==> config.mk <==
export PLATFORM = sky130hd
export DESIGN_NAME = fu_scheduler
export DESIGN_NICKNAME = d
export VERILOG_FILES = /design/src/rtl/fu_scheduler.sv
export SDC_FILE = /design/constraint.sdc
export NUM_CORES = 1
export LEC_CHECK = 0
export BUFFER_PORTS_ARGS = -buffer_cell sky130_fd_sc_hd__buf_4
export CELL_PAD_IN_SITES_DETAIL_PLACEMENT = 1
export CELL_PAD_IN_SITES_GLOBAL_PLACEMENT = 1
export CORE_MARGIN = 2
export CORE_UTILIZATION = 30
export DETAILED_ROUTE_END_ITERATION = 8
export PLACE_DENSITY = 0.77
export SLEW_MARGIN = 20
export SYNTH_ARGS = -nofsm -noshare
export SYNTH_HDL_FRONTEND = slang
export SYNTH_SLANG_ARGS = --single-unit
export TNS_END_PERCENT = 30
==> constraint.sdc <==
create_clock -name clk -period 4 [get_ports clk]
set_input_delay 0.2 -clock clk [delete_from_list [all_inputs] [get_ports clk]]
set_output_delay 0.2 -clock clk [all_outputs]
set_load 0.02 [all_outputs]
==> src/rtl/fu_scheduler.sv <==
// Round-robin scheduler that shares one combinational function unit between two decode lanes.
// It registers the granted operation into the unit, captures the result, and holds it until the consumer accepts it.
module fu_scheduler #(
  parameter int TAGW = 5,
  parameter int CNTW = 16
) (
  input  logic            clk,
  input  logic            rst,
  input  logic [1:0]      req_valid,
  output logic [1:0]      req_ready,
  input  logic [6:0]      req_opcode0,
  input  logic [31:0]     req_a0,
  input  logic [31:0]     req_b0,
  input  logic [4:0]      req_sh0,
  input  logic [TAGW-1:0] req_tag0,
  input  logic [6:0]      req_opcode1,
  input  logic [31:0]     req_a1,
  input  logic [31:0]     req_b1,
  input  logic [4:0]      req_sh1,
  input  logic [TAGW-1:0] req_tag1,
  output logic [6:0]      fu_opcode,
  output logic [31:0]     fu_a,
  output logic [31:0]     fu_b,
  output logic [4:0]      fu_sh,
  output logic [3:0]      fu_fs,
  input  logic [31:0]     fu_fout,
  input  logic            fu_carryout,
  input  logic            fu_overflow,
  input  logic            fu_negative,
  input  logic            fu_zero,
  output logic            resp_valid,
  input  logic            resp_ready,
  output logic            resp_id,
  output logic [TAGW-1:0] resp_tag,
  output logic [31:0]     resp_result,
  output logic [3:0]      resp_flags,
  output logic [CNTW-1:0] op_count
);

  // Handshake rule on both sides: a transfer happens on a rising edge where
  // valid and ready are both high; the sender holds valid and payload until then.

  typedef enum logic [1:0] {
    IDLE = 2'd0,
    EXEC = 2'd1,
    DONE = 2'd2
  } state_t;

  state_t          state_q, state_d;
  logic            last_grant_q, last_grant_d;
  logic [6:0]      fu_opcode_q, fu_opcode_d;
  logic [31:0]     fu_a_q, fu_a_d;
  logic [31:0]     fu_b_q, fu_b_d;
  logic [4:0]      fu_sh_q, fu_sh_d;
  logic            resp_valid_q, resp_valid_d;
  logic            resp_id_q, resp_id_d;
  logic [TAGW-1:0] resp_tag_q, resp_tag_d;
  logic [31:0]     resp_result_q, resp_result_d;
  logic [3:0]      resp_flags_q, resp_flags_d;
  logic [CNTW-1:0] op_count_q, op_count_d;

  logic            grant_idx;
  logic            accept;

  // When both lanes ask, the lane that did not win last time goes first.
  always_comb begin
    grant_idx = 1'b0;
    req_ready = 2'b00;
    if (&req_valid) begin
      grant_idx = ~last_grant_q;
    end else begin
      grant_idx = req_valid[1];
    end
    if (state_q == IDLE && |req_valid) begin
      req_ready = grant_idx ? 2'b10 : 2'b01;
    end
  end

  assign accept = |(req_valid & req_ready);

  always_comb begin
    state_d       = state_q;
    last_grant_d  = last_grant_q;
    fu_opcode_d   = fu_opcode_q;
    fu_a_d        = fu_a_q;
    fu_b_d        = fu_b_q;
    fu_sh_d       = fu_sh_q;
    resp_valid_d  = resp_valid_q;
    resp_id_d     = resp_id_q;
    resp_tag_d    = resp_tag_q;
    resp_result_d = resp_result_q;
    resp_flags_d  = resp_flags_q;
    op_count_d    = op_count_q;
    case (state_q)
      IDLE: begin
        if (accept) begin
          fu_opcode_d  = grant_idx ? req_opcode1 : req_opcode0;
          fu_a_d       = grant_idx ? req_a1 : req_a0;
          fu_b_d       = grant_idx ? req_b1 : req_b0;
          fu_sh_d      = grant_idx ? req_sh1 : req_sh0;
          resp_tag_d   = grant_idx ? req_tag1 : req_tag0;
          resp_id_d    = grant_idx;
          last_grant_d = grant_idx;
          state_d      = EXEC;
        end
      end
      EXEC: begin
        resp_result_d = fu_fout;
        resp_flags_d  = {fu_carryout, fu_overflow, fu_negative, fu_zero};
        resp_valid_d  = 1'b1;
        state_d       = DONE;
      end
      DONE: begin
        if (resp_ready) begin
          resp_valid_d = 1'b0;
          op_count_d   = op_count_q + 1'b1;
          state_d      = IDLE;
        end
      end
      default: begin
        state_d = IDLE;
      end
    endcase
  end

  always_ff @(posedge clk or posedge rst) begin
    if (rst) begin
      state_q       <= IDLE;
      last_grant_q  <= 1'b1;
      fu_opcode_q   <= '0;
      fu_a_q        <= '0;
      fu_b_q        <= '0;
      fu_sh_q       <= '0;
      resp_valid_q  <= 1'b0;
      resp_id_q     <= 1'b0;
      resp_tag_q    <= '0;
      resp_result_q <= '0;
      resp_flags_q  <= '0;
      op_count_q    <= '0;
    end else begin
      state_q       <= state_d;
      last_grant_q  <= last_grant_d;
      fu_opcode_q   <= fu_opcode_d;
      fu_a_q        <= fu_a_d;
      fu_b_q        <= fu_b_d;
      fu_sh_q       <= fu_sh_d;
      resp_valid_q  <= resp_valid_d;
      resp_id_q     <= resp_id_d;
      resp_tag_q    <= resp_tag_d;
      resp_result_q <= resp_result_d;
      resp_flags_q  <= resp_flags_d;
      op_count_q    <= op_count_d;
    end
  end

  assign fu_opcode   = fu_opcode_q;
  assign fu_a        = fu_a_q;
  assign fu_b        = fu_b_q;
  assign fu_sh       = fu_sh_q;
  assign fu_fs       = 4'b0000;
  assign resp_valid  = resp_valid_q;
  assign resp_id     = resp_id_q;
  assign resp_tag    = resp_tag_q;
  assign resp_result = resp_result_q;
  assign resp_flags  = resp_flags_q;
  assign op_count    = op_count_q;

endmodule

== Word level (Yosys, flattened, before mapping) ==
Cells that the tools add are included.

* ROM bits: 0
* Memories: 0
* Output and inout bits: 141
* Bits of input ports: 203
* Latch bits: 0
* Register bits after elaboration: 138
* Logic and storage cells: 42
* Bits in writable memories: 0

* Reduce and logical (&&, ||, !) cells: 10
* Shift operators: 0
* Muxes and demuxes: 13
* $lt $le $gt $ge: 0
* Equality and inequality tests: 4
* $mul: 0
* Bitwise gates (word level): 2
* Add/subtract/negate cells: 1
* Divide/modulo/power cells: 0

{| class="wikitable"
|+ Operator list
! cell !! count
|-
| $mux 32 || 2
|-
| $add 16x1->16 const B || 1
|-
| $mux 5 || 2
|-
| $reduce_and 2->1 || 5
|-
| $mux 2 || 4
|-
| $mux 7 || 1
|-
| $pmux 2 s3 || 1
|-
| $ne 2x2->1 const B || 2
|-
| $reduce_or 2->1 || 2
|-
| $and 2x2->2 || 1
|-
| $eq 2x1->1 const B || 1
|-
| $eq 2x2->1 const B || 1
|-
| $logic_not 2->1 || 1
|-
| $mux 1 || 2
|-
| $pmux 1 s2 || 1
|-
| $reduce_bool 2->1 || 1
|-
| $logic_and 1x1->1 || 1
|-
| $not 1->1 || 1
|}

== Logic depth before layout (Yosys ltp) ==
Gate-level depths: netlist of run 1.

* Depth in word-level cells: 8
* Depth in mapped cells: 6
* Depth with buffers taken out: 4

== Worst setup path before layout of run 1 ==
No wires, ideal clock.

* Path kind: reg-to-reg
* From: register state_q[1]
* To: register fu_a_q[0], in the netlist fu_a[0]
* Clock period less this slack: 1.386 ns
* Data arrival time: 1.268 ns
* Path slack: 2.614 ns
* Stages on the path, launching flop included: 7
* Setup time: 0.118 ns
* Required time: 3.882 ns
* Path buffers: 2
* Cell sequence: dfrtp_1 > nor2_2 > o21ai_2 > buf_6 > buf_4 > a22o_1 > a21o_1

* Cells in the longest elaborated chain, start to end: 6

{| class="wikitable"
|+ Ends and longest elaborated chain
! element !! line !! source
|-
| from (decl) || 49 || <nowiki>state_t state_q, state_d;</nowiki>
|-
| from (signal assigned) || 141 || <nowiki>state_q <= state_d;</nowiki>
|-
| $logic_not 2->1 (*) || 74, 94 ||
|-
| $logic_and 1x1->1 || 74 || <nowiki>if (state_q == IDLE && |req_valid) begin</nowiki>
|-
| $mux 2 || 74 ||
|-
| $and 2x2->2 || 79 || <nowiki>assign accept = |(req_valid & req_ready);</nowiki>
|-
| $reduce_or 2->1 || 79 ||
|-
| $reduce_and 2->1 (no source line) (*) || - ||
|-
| to (signal assigned) || 144 || <nowiki>fu_a_q <= fu_a_d;</nowiki>
|-
| to (decl) || 52 || <nowiki>logic [31:0] fu_a_q, fu_a_d;</nowiki>
|}

Every way passes the cells marked *; elsewhere a longest branch is shown, timed or not.
A chain may end at the register's enable or synchronous reset.

== Worst setup path after layout of run 1 ==
* From: register state_q[0]
* To: output req_ready[0]

* Cells in the longest elaborated chain, start to end: 3

{| class="wikitable"
|+ Ends and longest elaborated chain
! element !! line !! source
|-
| $logic_not 2->1 || 74 ||
|-
| $logic_and 1x1->1 || 74 ||
|-
| $mux 2 || 74 ||
|-
| to (decl) || 10 || <nowiki>output logic [1:0] req_ready,</nowiki>
|}

Every way passes these cells.

==> results.cfg, run 1 <==
[outcome]
status = finished, final reports clean

[placed_design]
dp_hpwl_mm = 14.3
port_buffers = 339
place_ws_ps = 1880
gp_congestion = 0.765

[drt]
drt_iter0_markers = 176
via_per_inst = 4.79
wirelength_mm = 22.9
antenna_left = 0
vias = 5555
drt-pass1-iter-count = 4
routedWlPerCell_um = 19.8
drc_errors = 0

[global_routing]
use_met3 = 0.0639
top_usage_layer = met2
antenna_found_initial = 1
grt_max_degree = 77
grt_overflow = 0
grt_pass1_vias = 6220
grt_use_total = 0.217
met1_usage = 0.242
met2_usage = 0.383
grt_pass1_wl_mm = 34.2

[clock_network]
cts_tree = yes
cts_buffers = 17
cts-hold-fix-buffers = 113
root_buffer = clkbuf_16
clockBufferDepth = 2
post_cts_buffers = 0
cts.sinks = 138
htree_levels = 4
cts_resized = 0
clk_pin_slew_ps = 70
clk_latency_ps = 420

[die]
die_area_um2 = 20800
core.rowCount = 51
initial_core_util = 0.304
coreArea_um2 = 19400
die_w_um = 144
io_pins = 344
die_h_um = 144

[cells_and_area]
final_common_cell = buf_4
nets = 1082
nFillCells = 2032
drive_above_1_share = 0.478
syn_to_final_growth_pct = 74.4
seq_area_um2 = 3450
multiInputGateArea_um2 = 2160
final_cell_mix = 343 x buf_4, 137 x dfrtp_1, 113 x dlygate4sd3_1, 83 x a21o_1, 81 x a22o_1

[min_path]
min_path_type = primary input to flop
min-delay-start = fu_carryout

[setup_path]
r2r-start = state_q[0]
slowest_stage = and3_2
cp.arrival_ps = 2120
path_cells = nor2_2 > and3_2 > buf_4
path_buf_inv = 1
critPathCaptureType = output pin
crit_start = state_q[0]
max_stage_delay_ps = 790
crit_family = simple AND/OR/NAND/NOR gates
cp-start-kind = flop
worstSetupPathType = flop to output pin
cp_max_fo = 36
required_ps = 3800

[timing]
min_period_ps = 2320
finalClockSkew_ps = 12.4
worst_slew_pin_slew_ps = 1020
layout_setup_ws_ps = 1680
fin_setup_tns_ps = 0
hold_viol = 0
rsz0062_at_grt = false
finalCritPeriodShare = 0.581
worst_slew_margin_rel = 0.318
finalSetupViolCount = 0
finalMaxSlewViolations = 0
timing.fmax_ghz = 0.430

[power]
ir_drop_v = 0.000425
p_leak_nw = 5.38
p_total_mw = 7.92
powerDensity_nw_per_um2 = 769

[synth]
syn_avg_cell_area_um2 = 13.6
synth_top_cell_by_area = dfrtp_1
synth_top_cells_by_area = dfrtp_1 58%, a22o_1 12%, a21o_1 11%
netlist_area_um2 = 5910
syn_inst = 434
yosysSeqAreaShare = 0.585
yosys_register_bits = 138
synth_top_area_frac = 0.581
synth_cell_type_count = 33
ys.warnings.count = 0

[run]
maxCapViolations = 0
## flip-flops by register name, indices dropped and copies added (netlist names)
name	count
fu_opcode	7
fu_b	32
resp_valid	1
resp_tag	5
last_grant_q	1
resp_id	1
fu_a	32
op_count	16
resp_result	32
state_q	2
fu_sh	5
resp_flags	4
## where the power goes
part | internal (mW) | switching [mW]
clock | 0.904 | 0.668
sequential | 2.04 | 0.410
combinational | 1.91 | 1.99
total | 4.85 | 3.07
## metrics by stage
stage	hold slack [ps]	util	cell area, µm²	cells
2_1_floorplan	316	-	5920	437
3_3_place_gp	330	0.442	8570	1011
3_5_place_dp	336	0.442	8570	1011
4_1_cts	0.522	0.530	10300	1156
5_1_grt	13.1	0.531	10300	1157
6_report	22.9	0.531	10300	1159
## worst reg2reg max path: stages, from the launching register on
cell,delay (ps)
dfrtp_1,450
nor2_2,190
and3_2,790
buf_12,350
a22o_1,210
a21o_1,90
## cells in the mapped netlist (all sizes together)
| cell type | number |
|---|---|
| nor3 | 1 |
| dfstp | 1 |
| mux2 | 36 |
| and4 | 1 |
| clkbuf | 6 |
| xor2 | 1 |
| nor2 | 4 |
| and3b | 1 |
| buf | 30 |
| conb | 1 |
| nor3b | 1 |
| and3 | 3 |
| nand3 | 7 |
| a21oi | 2 |
| a21o | 83 |
| xnor2 | 14 |
| nand4 | 5 |
| a22o | 81 |
| nand2b | 1 |
| inv | 3 |
| nand3b | 1 |
| or2 | 1 |
| o21ai | 2 |
| dfrtp | 137 |
| and2b | 1 |
| nand2 | 9 |
| ha | 1 |
## per-layer routing
metal	up-vias	routed length [µm]
li1	2497	-
met1	2753	8460
met2	251	12000
met3	54	1750
met4	0	703
met5	-	0
## worst paths after layout
path                                  endpoint  slack [ps]  cells after the start
worst min-delay path             resp_flags[3]          20                      2
worst max-delay path              req_ready[0]        1680                      3
max in group asynchronous              fu_a[4]        2710                      4
worst max register to register        fu_a[13]        1870                      5
worst min register to register    op_count[15]         480                      1
min in group asynchronous       resp_result[4]         420                      3
## layout make-up
cell class	count	share of cell area
clock inverters	13	0.0128
inverters	3	0.00158
diodes	3	0.000729
flip-flops and latches	138	0.335
well taps	265	0.0322
clock buffers	19	0.0440
repair buffers	458	0.364
multi-input cells	260	0.209
## cell families after synthesis
family | Yosys count | synth area share
DFF | 138 | 0.585
xor gates and xnor gates | 15 | 0.0222
muxes | 36 | 0.0686
and+or+nand+nor | 36 | 0.0367
adders and majority gates | 1 | 0.00212
other | 1 | 0.000635
buffers and inverters | 39 | 0.0551
AOI/OAI and AO/OA | 168 | 0.230
No activity file was read; power rests on OpenSTA's default activity.
==> inputs of run 2 (changes only) <==
- CORE_UTILIZATION: 30 -> 33
- PLACE_DENSITY: 0.77 -> 0.8
- clock period: 4 -> 2.36 ns (I/O delays scaled with it)
==> results.cfg, run 2 (synthesis results as in run 1) <==
[outcome]
status = finished, final reports clean

[setup_path]
reg2reg_depth = 6
ff2ff_setup_slack_ps = 110
r2r-start = state_q[0]
crit_family = buffers and inverters
required_ps = 2640
slowest_stage = dlygate4sd3_1
r2r-end = fu_b[25]
worstSetupPathType = flop to flop
path_cells = nor2_4 > o21ai_4 > buf_12 > a22o_1 > a21o_1 > dlygate4sd3_1
cp_max_fo = 63
max_stage_delay_ps = 600
path_buf_inv = 2
cp.arrival_ps = 2530
critPathCaptureType = flop
cp-start-kind = flop

[cells_and_area]
final_cell_mix = 344 x buf_4, 168 x dlygate4sd3_1, 137 x dfrtp_1, 83 x a21o_1, 81 x a22o_1
syn_to_final_growth_pct = 83.9
drive_above_1_share = 0.451
final_common_cell = buf_4
finish.instance_area_um2 = 10900
nets = 1141
fin_cells = 1174

[die]
die_w_um = 138
coreArea_um2 = 17400
core.rowCount = 48
io_pins = 344
die_h_um = 138
initial_core_util = 0.339
die_area_um2 = 19000

[min_path]
min-delay-start = req_b0[29]
min_to = fu_b[29]
hold_path_depth = 3
min_path_type = primary input to flop

[placed_design]
gp_congestion = 0.775
dp.cells = 972
place_area_um2 = 8560
place_ws_ps = 644
port_buffers = 339
dp_hpwl_mm = 14.5

[global_routing]
grt_pass1_wl_mm = 38.8
antenna_found_initial = 1
grt_max_degree = 139
grt_use_total = 0.279
grt_overflow = 0
grt_pass1_vias = 6791

[timing]
worst_slew_margin_rel = 0.493
fin_setup_tns_ps = 0
finalSetupViolCount = 0
worst_slew_pin_slew_ps = 760
min_period_ps = 2250
hold_viol = 0
timing.fmax_ghz = 0.444
finalMaxSlewViolations = 0
rsz0062_at_grt = false
finalCritPeriodShare = 0.953
finalClockSkew_ps = 8.03
layout_setup_ws_ps = 110

[drt]
vias = 5959
drt_iter0_markers = 249
routedWlPerCell_um = 23.2
wirelength_mm = 27.2
via_per_inst = 5.08
drt-pass1-iter-count = 6
antenna_left = 0
drc_errors = 0

[clock_network]
cts_tree = yes
cts_buffers = 17
clk_latency_ps = 410
clk_pin_slew_ps = 60
root_buffer = clkbuf_16
cts.sinks = 138
htree_levels = 4
clockBufferDepth = 2

[run]
maxCapViolations = 0

[power]
ir_drop_v = 0.000727
sw_frac_of_total = 0.385
p_leak_nw = 5.69
p_sw_mw = 5.70
power.share.clock = 0.184
p_int_mw = 9.13
comb_power_share = 0.526
p_seq_frac = 0.289
powerDensity_nw_per_um2 = 1370
-- run 2: cell types whose count changed in the layout (fill, tap and decap cells not counted), moves of 2 or more --
cell and delta:
buf_12 +2, inv_6 -5, bufinv_16 +2, diode_2 -2, clkinv_2 +4, dlygate4sd3_1 +55
-- run 2: worst min-delay path: stages --
cell,delay (ps)
buf_4,80
a22o_1,110
a21o_1,80
-- run 2: worst max path at each step --
stage	startpoint	endpoint	slack (ps)	cells past startpoint
6_report	state_q[0]	fu_b[25]	110	6
5_1_grt	state_q[0]	fu_b[25]	40	6
4_1_cts	state_q[1]	fu_b[18]	100	6
2_1_floorplan	rst	fu_a[0]	520	1
3_3_place_gp	state_q[1]	fu_b[12]	720	5
3_5_place_dp	state_q[1]	fu_a[3]	640	5
-- run 2: final cells by class --
class,count,area [µm²]
fillers,1777,6560
repair buffers,516,4340
diodes,1,2.50
clock inverters,12,150
flip-flops and latches,138,3450
inverters,3,15.0
clock buffers,18,439
well taps,225,282
multi-input cells,261,2170
-- run 2: power groups by stage --
| stage | logic [mW] | clock network (mW) | registers, mW |
|---|---|---|---|
| after floorplan | 2.74 | 0 | 5.33 |
| after global placement | 6.30 | 0 | 4.11 |
| after detailed placement | 6.51 | 0 | 4.20 |
| after CTS | 7.45 | 2.75 | 4.18 |
| after global routing | 8.25 | 2.87 | 4.40 |
| final | 7.80 | 2.73 | 4.29 |
-- run 2: what timing repair did --
| item | in CTS | in global routing |
|---|---|---|
| resized for setup | 0 | 1 |
| hold endpoints to repair | 254 | 0 |
| setup buffers | 0 | 2 |
| hold buffers | 168 | 0 |
| setup endpoints to repair | 0 | 38 |
-- run 2: routing by layer --
layer  routed length (µm)  GRT usage  share of wire  vias up
li1                     -          -              -     2606
met1                 9300      0.278           0.34     2968
met2                14800      0.530           0.54      305
met3                 1800     0.0677          0.066       80
met4                 1310      0.146          0.048        0
met5                    0          0              0        -
-- run 2: per-stage QoR --
stage	utilization	hold slack, ps	total power [mW]
final	0.623	16.9	14.8
after CTS	0.622	0.239	14.4
after global placement	0.491	317	10.4
after detailed placement	0.491	322	10.7
after global routing	0.623	5.44	15.5
after floorplan	-	234	8.07
==> inputs of run 3 (changes only) <==
==> constraint.sdc (replaced) <==
create_clock -name clk -period 2.36 [get_ports clk]
set_input_delay 0.118 -clock clk [delete_from_list [all_inputs] [get_ports clk]]
set_output_delay 0.118 -clock clk [all_outputs]
set_load 0.005 [all_outputs]
==> results.cfg, run 3 (synthesis results as in run 1) <==
[setup_path]
r2r-end = fu_a[8]
critPathCaptureType = flop
reg2reg_depth = 6
worstSetupPathType = flop to flop
ff2ff_setup_slack_ps = 100
cp.arrival_ps = 2610
cp_max_fo = 46
r2r-start = state_q[1]
cp-start-kind = flop
required_ps = 2710

[clock_network]
root_buffer = clkbuf_16
post_cts_buffers = 0
cts.sinks = 138
clk_latency_ps = 420
cts_tree = yes
clockBufferDepth = 2
clk_pin_slew_ps = 60
htree_levels = 4
cts_buffers = 17

[cells_and_area]
finish.instance_area_um2 = 11000
final_cell_mix = 345 x buf_4, 188 x dlygate4sd3_1, 137 x dfrtp_1, 83 x a21o_1, 81 x a22o_1
drive_above_1_share = 0.442
final_common_cell = buf_4
syn_to_final_growth_pct = 85.9
nets = 1160
nFillCells = 1764

[timing]
worst_slew_margin_rel = 0.364
fin_setup_tns_ps = 0
worst_slew_pin_slew_ps = 953
finalSetupViolCount = 0
finalClockSkew_ps = 7.19
finalMaxSlewViolations = 0
finalCritPeriodShare = 0.957
timing.fmax_ghz = 0.443
rsz0062_at_grt = false
hold_viol = 0
min_period_ps = 2260

[power]
p_leak_nw = 5.75
powerDensity_nw_per_um2 = 1250
ir_drop_v = 0.000702

[placed_design]
dp_hpwl_mm = 15.2
gp_congestion = 0.775
place_area_um2 = 8520
port_buffers = 339

[global_routing]
grt_pass1_wl_mm = 41.2
grt_max_degree = 73
antenna_found_initial = 0
grt_pass1_vias = 7151
grt_use_total = 0.293
grt_overflow = 0

[drt]
antenna_left = 0
drt-pass1-iter-count = 4
drt_iter0_markers = 240
vias = 6081
wirelength_mm = 28.0
routedWlPerCell_um = 23.4
via_per_inst = 5.09
drc_errors = 0

[die]
coreArea_um2 = 17400
io_pins = 344
die_h_um = 138
core.rowCount = 48
initial_core_util = 0.339
die_area_um2 = 19000
die_w_um = 138

[min_path]
min_path_type = primary input to asynchronous set/reset pin

[run]
maxCapViolations = 0

[outcome]
status = finished, final reports clean
## run 3: worst max-delay path: stages, from the launching register on
cell and delay [ps]:
dfrtp_1 440, nor2_2 220, and3_2 250, buf_6 340, a22o_1 200, a21o_1 100, dlygate4sd3_1 590
## run 3: layout make-up
| class | instances | area [µm²] | area share |
|---|---|---|---|
| tap | 225 | 282 | 0.0256 |
| multi-input combinational | 260 | 2160 | 0.196 |
| inverter | 3 | 15.0 | 0.00137 |
| clock buffer | 19 | 443 | 0.0403 |
| timing repair buffer | 536 | 4510 | 0.410 |
| antenna | 1 | 2.50 | 0.000228 |
| clock inverter | 13 | 119 | 0.0108 |
| sequential | 138 | 3450 | 0.315 |
## run 3: through the flow
stage	setup WS (ps)	std cells	hold WS, ps	total power, mW	util
detailed placement	632	974	322	9.40	0.489
global route	19.6	1194	2.11	14.4	0.630
finish	102	1195	0.0830	13.7	0.630
floorplan	522	437	234	6.87	-
global placement	732	974	316	9.07	0.489
CTS	102	1194	2.15	13.2	0.630
## run 3: worst max-delay path by stage
stage,from,to,slack [ps],cells after the start
global placement,last_grant_q,fu_a[7],730,5
floorplan,rst,fu_a[0],520,1
finish,state_q[1],fu_a[8],100,6
detailed placement,last_grant_q,fu_a[25],630,5
global route,state_q[1],fu_a[8],20,6
CTS,state_q[1],fu_b[30],100,6
## run 3: timing repair
| item | CTS | global route |
|---|---|---|
| endpoints found under the setup margin | 0 | 44 |
| resized for setup | 0 | 3 |
| endpoints found under the hold margin | 117 | 0 |
| hold buffers | 188 | 0 |
## run 3: power by group
| part | total [mW] | switching, mW | internal, mW |
|---|---|---|---|
| clock | 2.61 | 1.13 | 1.49 |
| combinational | 6.79 | 2.65 | 4.14 |
| sequential | 4.30 | 0.835 | 3.46 |
## run 3: metal layers
metal / wire length (µm) / share of wire / GRT usage / up-vias
met4: 1460 / 0.052 / 0.152 / 0
met3: 1970 / 0.070 / 0.0887 / 91
met5: 0 / 0 / 0 / -
met1: 9300 / 0.33 / 0.284 / 3048
li1: - / - / - / 2641
met2: 15200 / 0.54 / 0.557 / 301
